===== config.mk =====
export PLATFORM = sky130hd
export DESIGN_NAME = seq_alu
export DESIGN_NICKNAME = d
export VERILOG_FILES = /design/src/rtl/seq_alu.sv
export SDC_FILE = /design/constraint.sdc
export NUM_CORES = 1
export LEC_CHECK = 0
export CAP_MARGIN = 20
export CORE_MARGIN = 8
export CORE_UTILIZATION = 45
export CTS_CLUSTER_SIZE = 28
export DETAILED_ROUTE_END_ITERATION = 10
export GPL_ROUTABILITY_DRIVEN = 0
export GPL_TIMING_DRIVEN = 0
export SLEW_MARGIN = 15
export SYNTH_ARGS = -nofsm -noshare
export SYNTH_HDL_FRONTEND = slang
export SYNTH_SLANG_ARGS = --single-unit

===== constraint.sdc =====
create_clock -name clk_i -period 5.2 [get_ports clk_i]
set_input_delay 0.78 -clock clk_i [delete_from_list [all_inputs] [get_ports clk_i]]
set_output_delay 0.78 -clock clk_i [all_outputs]
set_load 0.1 [all_outputs]

===== src/rtl/seq_alu.sv =====
`default_nettype none
// ============================================================================
// Module   : seq_alu
// Purpose  : Registered multi-cycle ALU with valid/ready handshake. Logic,
//            add/sub and shifts finish in one cycle; multiply is radix-2
//            shift-add. Signed restoring divide is built only when the
//            SEQ_ALU_DIV_EN macro is defined.
// Revision : 1.0
// ============================================================================
module seq_alu #(
  parameter int WIDTH = 32
) (
  input  logic             clk_i,
  input  logic             rst_i,
  input  logic             valid_i,
  output logic             ready_o,
  input  logic [WIDTH-1:0] data1_i,
  input  logic [WIDTH-1:0] data2_i,
  input  logic [2:0]       ALUCtrl_i,
  output logic             valid_o,
  output logic [WIDTH-1:0] data_o,
  output logic             Zero_o
);

  localparam int SW = $clog2(WIDTH);
  localparam int CW = SW + 1;

`ifdef SEQ_ALU_DIV_EN
  typedef enum logic [1:0] {S_IDLE = 2'd0, S_MUL = 2'd1, S_DIV = 2'd2} state_t;
`else
  typedef enum logic [1:0] {S_IDLE = 2'd0, S_MUL = 2'd1} state_t;
`endif

  state_t           r_state;
  logic [CW-1:0]    r_cnt;
  logic [WIDTH-1:0] r_a;
  logic [WIDTH-1:0] r_b;
  logic [WIDTH-1:0] r_acc;
  logic [WIDTH-1:0] w_fast;
  logic [WIDTH-1:0] w_mul_acc;
  logic [SW-1:0]    w_sh;

  assign ready_o   = (r_state == S_IDLE);
  assign w_sh      = data2_i[SW-1:0];
  // Multiplicand shifts left and multiplier right, so bit 0 selects each partial product
  assign w_mul_acc = r_acc + (r_b[0] ? r_a : '0);

  always_comb begin
    w_fast = '0;
    case (ALUCtrl_i)
      3'b000:  w_fast = data1_i & data2_i;
      3'b001:  w_fast = data1_i ^ data2_i;
      3'b010:  w_fast = data1_i + data2_i;
      3'b110:  w_fast = data1_i - data2_i;
      3'b111:  w_fast = data1_i << w_sh;
      3'b101:  w_fast = $signed(data1_i) >>> w_sh;
      default: w_fast = '0;
    endcase
  end

`ifdef SEQ_ALU_DIV_EN
  logic             r_neg;
  logic             r_dz;
  logic [WIDTH:0]   w_rem_sh;
  logic [WIDTH:0]   w_diff;
  logic [WIDTH-1:0] w_mag1;
  logic [WIDTH-1:0] w_mag2;
  logic [WIDTH-1:0] w_div_res;

  // Most-negative keeps its bit pattern, which is its correct unsigned magnitude
  assign w_mag1    = data1_i[WIDTH-1] ? -data1_i : data1_i;
  assign w_mag2    = data2_i[WIDTH-1] ? -data2_i : data2_i;
  // r_b holds the dividend bits shifting out and the quotient bits shifting in
  assign w_rem_sh  = {r_acc, r_b[WIDTH-1]};
  assign w_diff    = w_rem_sh - {1'b0, r_a};
  assign w_div_res = r_dz ? '1 : (r_neg ? -r_b : r_b);
`endif

  always_ff @(posedge clk_i or posedge rst_i) begin
    if (rst_i) begin
      r_state <= S_IDLE;
      r_cnt   <= '0;
      r_a     <= '0;
      r_b     <= '0;
      r_acc   <= '0;
      valid_o <= 1'b0;
      data_o  <= '0;
      Zero_o  <= 1'b1;
`ifdef SEQ_ALU_DIV_EN
      r_neg   <= 1'b0;
      r_dz    <= 1'b0;
`endif
    end else begin
      valid_o <= 1'b0;
      case (r_state)
        S_IDLE: begin
          if (valid_i) begin
            case (ALUCtrl_i)
              3'b011: begin
                r_state <= S_MUL;
                r_cnt   <= CW'(WIDTH - 1);
                r_a     <= data1_i;
                r_b     <= data2_i;
                r_acc   <= '0;
              end
`ifdef SEQ_ALU_DIV_EN
              3'b100: begin
                r_state <= S_DIV;
                r_cnt   <= CW'(WIDTH);
                r_a     <= w_mag2;
                r_b     <= w_mag1;
                r_acc   <= '0;
                r_neg   <= data1_i[WIDTH-1] ^ data2_i[WIDTH-1];
                r_dz    <= (data2_i == '0);
              end
`endif
              default: begin
                data_o  <= w_fast;
                Zero_o  <= (w_fast == '0);
                valid_o <= 1'b1;
              end
            endcase
          end
        end
        S_MUL: begin
          r_acc <= w_mul_acc;
          r_a   <= r_a << 1;
          r_b   <= r_b >> 1;
          if (r_cnt == '0) begin
            data_o  <= w_mul_acc;
            Zero_o  <= (w_mul_acc == '0);
            valid_o <= 1'b1;
            r_state <= S_IDLE;
          end else begin
            r_cnt <= r_cnt - 1'b1;
          end
        end
`ifdef SEQ_ALU_DIV_EN
        S_DIV: begin
          if (r_cnt != '0) begin
            r_acc <= w_diff[WIDTH] ? w_rem_sh[WIDTH-1:0] : w_diff[WIDTH-1:0];
            r_b   <= {r_b[WIDTH-2:0], ~w_diff[WIDTH]};
            r_cnt <= r_cnt - 1'b1;
          end else begin
            data_o  <= w_div_res;
            Zero_o  <= (w_div_res == '0);
            valid_o <= 1'b1;
            r_state <= S_IDLE;
          end
        end
`endif
        default: r_state <= S_IDLE;
      endcase
    end
  end

endmodule
`default_nettype wire


==> reports/summary.txt <==
TNS Setup: -0.145 ns
Root Buffer: clkbuf_16
latest clock arrival within the worst-skew pair: 0.45 ns
WP data required: 5.59 ns
Vias: 17,600
Critical Path End Type: flip-flop
Slew Viols, Final: 0
outcome: finished, violations left
Leakage: 8.17 nW
Final setup violation count: 1
Post-synth top flop: dfrtp_1
Die Y: 203 um
Worst-Margin Slew: 1.20 ns
average cell area after synthesis: 8.26 um^2
Post-synth EDFFs: 0
crit path launch type: input port
Remaining DRCs: 0
clk sinks: 137
Compound-Gate Fraction of Synth Area: 21.5%
Global Route Usage Sum: 35.1%
cell count after synthesis: 1,914
CTS tree: done
Worst slew margin: 19.5%
top-area cell type share of the netlist area: 21.5%
CP dominant cell by count: or4_4
Synth Warn #: 0
CTS clk-pin slew, worst paths: 0.07 ns
CTS Buffer Depth: 2
max_cap viols: 0
RSZ-0062 raised after global routing: true
Final period util: 103%
Remaining Overflow, GRT: 0
number of CTS-inserted buffers: 17
Area Growth Syn to Fin: 22.1%
Layout Skew: 0.00889 ns
switch share: 51.9%
Layout Cell Area excl Fill: 19,300 um^2
die area: 41,400 um^2
critical-path cell list: buf_12 -> clkinvlp_4 -> clkbuf_16 -> ha_4 -> nand3_2 -> or2_4 -> or4_4 -> o31ai_4 -> xor2_1 -> ha_1 -> buf_8 -> a21oi_4 -> o211ai_1 -> o31ai_4 -> a31oi_4 -> nor3_1 -> or4_4 -> nor4_4 -> nand4_1 -> or4_4 -> o32ai_2 -> a41o_1
Post-Synth Adder-Cell Area: 8.01%
initial core utilization: 45.8%
routed wire length: 74,200 um
PwrDens: 387 nW/um^2
Die Wd: 203 um
first-pass detailed-route iteration total: 8
synth top area cells: dfrtp_1, mux4_2, mux2i_1
count leader, synth: nand2_1
DR iter-0 viols: 2,394
core footprint: 34,500 um^2
post-layout min period: 5.34 ns
combinational share of power: 60.0%
simple logic cell fraction of the synthesized area: 18.5%
share of layout cells above drive strength 1: 17.0%
Post-synth top cells: nand2_1, o21ai_0, nor2_1
syn nets: 2,084
sequential area share after synthesis: 21.7%
detailed placer's ending HPWL: 55,000 um
failing checks: negative setup slack
Post-Synth XOR/XNOR Area: 4.43%
ys async rst share: 100%
H-tree Lvls: 4
Worst path max stage delay: 0.59 ns
Port Buf Inserts: 103
Slowest-stage cell, CP: or4_4
first-pass GRT wire length: 109,000 um
Placed Area: 17,700 um^2
Switching Power: 3.88 mW
largest net degree at the start of global routing: 76
Pint: 3.59 mW
vias in the first global route: 17,100
Seq pwr share: 23.3%
Yosys cell types: 87
Syn Std Cell Area: 15,800 um^2
Rows: 68
Worst Path Max Fanout: 5
maximum achievable frequency: 187 MHz
Crit Path Class: in -> reg
IO Count: 105
Final ANT Viol Nets: 0
min-delay worst type: reg -> reg
Critical Path AT: 5.74 ns
Clock power frac: 16.7%
mux contribution to synthesized area: 21.2%
drt wl/cell: 29.2 um
#FFs+latches synth: 137
setup ws final: -0.145 ns
largest family of logic cells by synthesized area: compound AO/OA/AOI/OAI gates
Hold Buf Count CTS: 0
final hold vios: 0
peak supply drop: 0.000459 V
area leader, netlist: dfrtp_1
# nets final: 2,241
vias per inst: 6.92
initial antenna violation count: 0
## power groups by stage
stage	clock network (mW)	registers [mW]	logic [mW]
final	1.25	1.74	4.49
after global routing	1.31	1.78	4.72
after CTS	1.26	1.73	4.34
after detailed placement	0	1.74	4.19
after global placement	0	1.73	4.15
after floorplan	0	2.57	2.06
## registers in the layout, summed over array words and instances, names as in the netlist
| register | flops |
|---|---|
| Zero_o | 1 |
| data_o | 32 |
| r_a | 32 |
| r_acc | 32 |
| r_b | 32 |
| r_cnt | 6 |
| r_state | 1 |
| valid_o | 1 |
## layer usage
layer	vias up	track usage (%)	wire, um
li1	7439	-	-
met1	8346	42.2	27100
met2	1407	52.9	31500
met3	381	14.5	10000
met4	2	19.0	5480
met5	-	1.31	73
## cell usage in the layout, fill, tap and decap left out, types with 11 or more instances in the layout
| cell | instances |
|---|---|
| a211oi_1 | 12 |
| a21o_1 | 23 |
| a21oi_1 | 132 |
| a31oi_1 | 11 |
| and2_1 | 41 |
| buf_1 | 13 |
| buf_2 | 15 |
| buf_4 | 58 |
| clkbuf_1 | 78 |
| clkbuf_16 | 24 |
| clkdlybuf4s50_1 | 84 |
| dfrtp_1 | 136 |
| ha_1 | 86 |
| inv_1 | 29 |
| mux2_2 | 48 |
| mux2i_1 | 136 |
| mux4_2 | 62 |
| nand2_1 | 244 |
| nand2b_1 | 15 |
| nand3_1 | 31 |
| nand4_1 | 15 |
| nor2_1 | 140 |
| nor2b_1 | 15 |
| nor3_1 | 28 |
| o211ai_1 | 29 |
| o21a_1 | 16 |
| o21ai_0 | 157 |
| o22ai_1 | 26 |
| or3_1 | 13 |
| xnor2_1 | 45 |
| xor2_1 | 33 |
## cell type report
type / count / area (um^2)
diodes: 1 / 2.50
plain buffers: 124 / 772
clock buffers: 22 / 464
clock inverters: 10 / 119
fillers: 3221 / 15200
inverters: 34 / 151
multi-input cells: 1601 / 12400
flip-flops and latches: 137 / 3430
well taps: 455 / 569
repair buffers: 156 / 1440
## repair_timing
item                       in CTS  in global routing
pin swaps                      39                 26
gates cloned                    0                  0
setup endpoints to repair      32                  2
buffers inserted               34                 18
gates resized for setup       194                 45
## through the flow
step	worst slack [ns]	util (%)	hold WS, ns	cells	power (mW)
2_1_floorplan	-0.165	-	0.450	1914	4.63
3_3_place_gp	-2.63	51.0	0.466	2472	5.88
3_5_place_dp	-2.53	51.2	0.471	2473	5.94
4_1_cts	0.00425	55.4	0.485	2527	7.33
5_1_grt	-0.251	55.9	0.517	2539	7.81
6_report	-0.145	55.9	0.486	2540	7.47
## worst max-delay path: cells and delay by family
kind                     cells  cell delay (ns)
AND/OR/NAND/NOR              8             2.59
AO/OA/AOI/OAI                7             1.34
buffers and inverters        4             0.45
XOR/XNOR                     1             0.11
adder cells (fa/ha/maj)      2             0.46
## cell families (layout without fill, tap and decap cells)
family | Yosys count | count (layout)
and+or+nand+nor | 625 | 625
muxes | 248 | 248
AOI/OAI and AO/OA | 548 | 548
buffers and inverters | 176 | 346
adders and majority gates | 100 | 100
other | 0 | 1
xor gates and xnor gates | 80 | 80
DFF | 137 | 137
## worst paths after layout
kind                       cells after the start       start  slack (ns)        end
setup / recovery                              22  data2_i[1]       -0.14     Zero_o
hold / removal                                 2     r_b[12]        0.49    r_b[11]
setup reg to reg                              15      r_b[0]       -0.02     Zero_o
hold reg to reg                                2     r_b[12]        0.49    r_b[11]
max in group asynchronous                      3       rst_i        3.64  data_o[2]
min in group asynchronous                      2       rst_i        0.77    r_b[12]
Power figures use the tool's default switching activity.
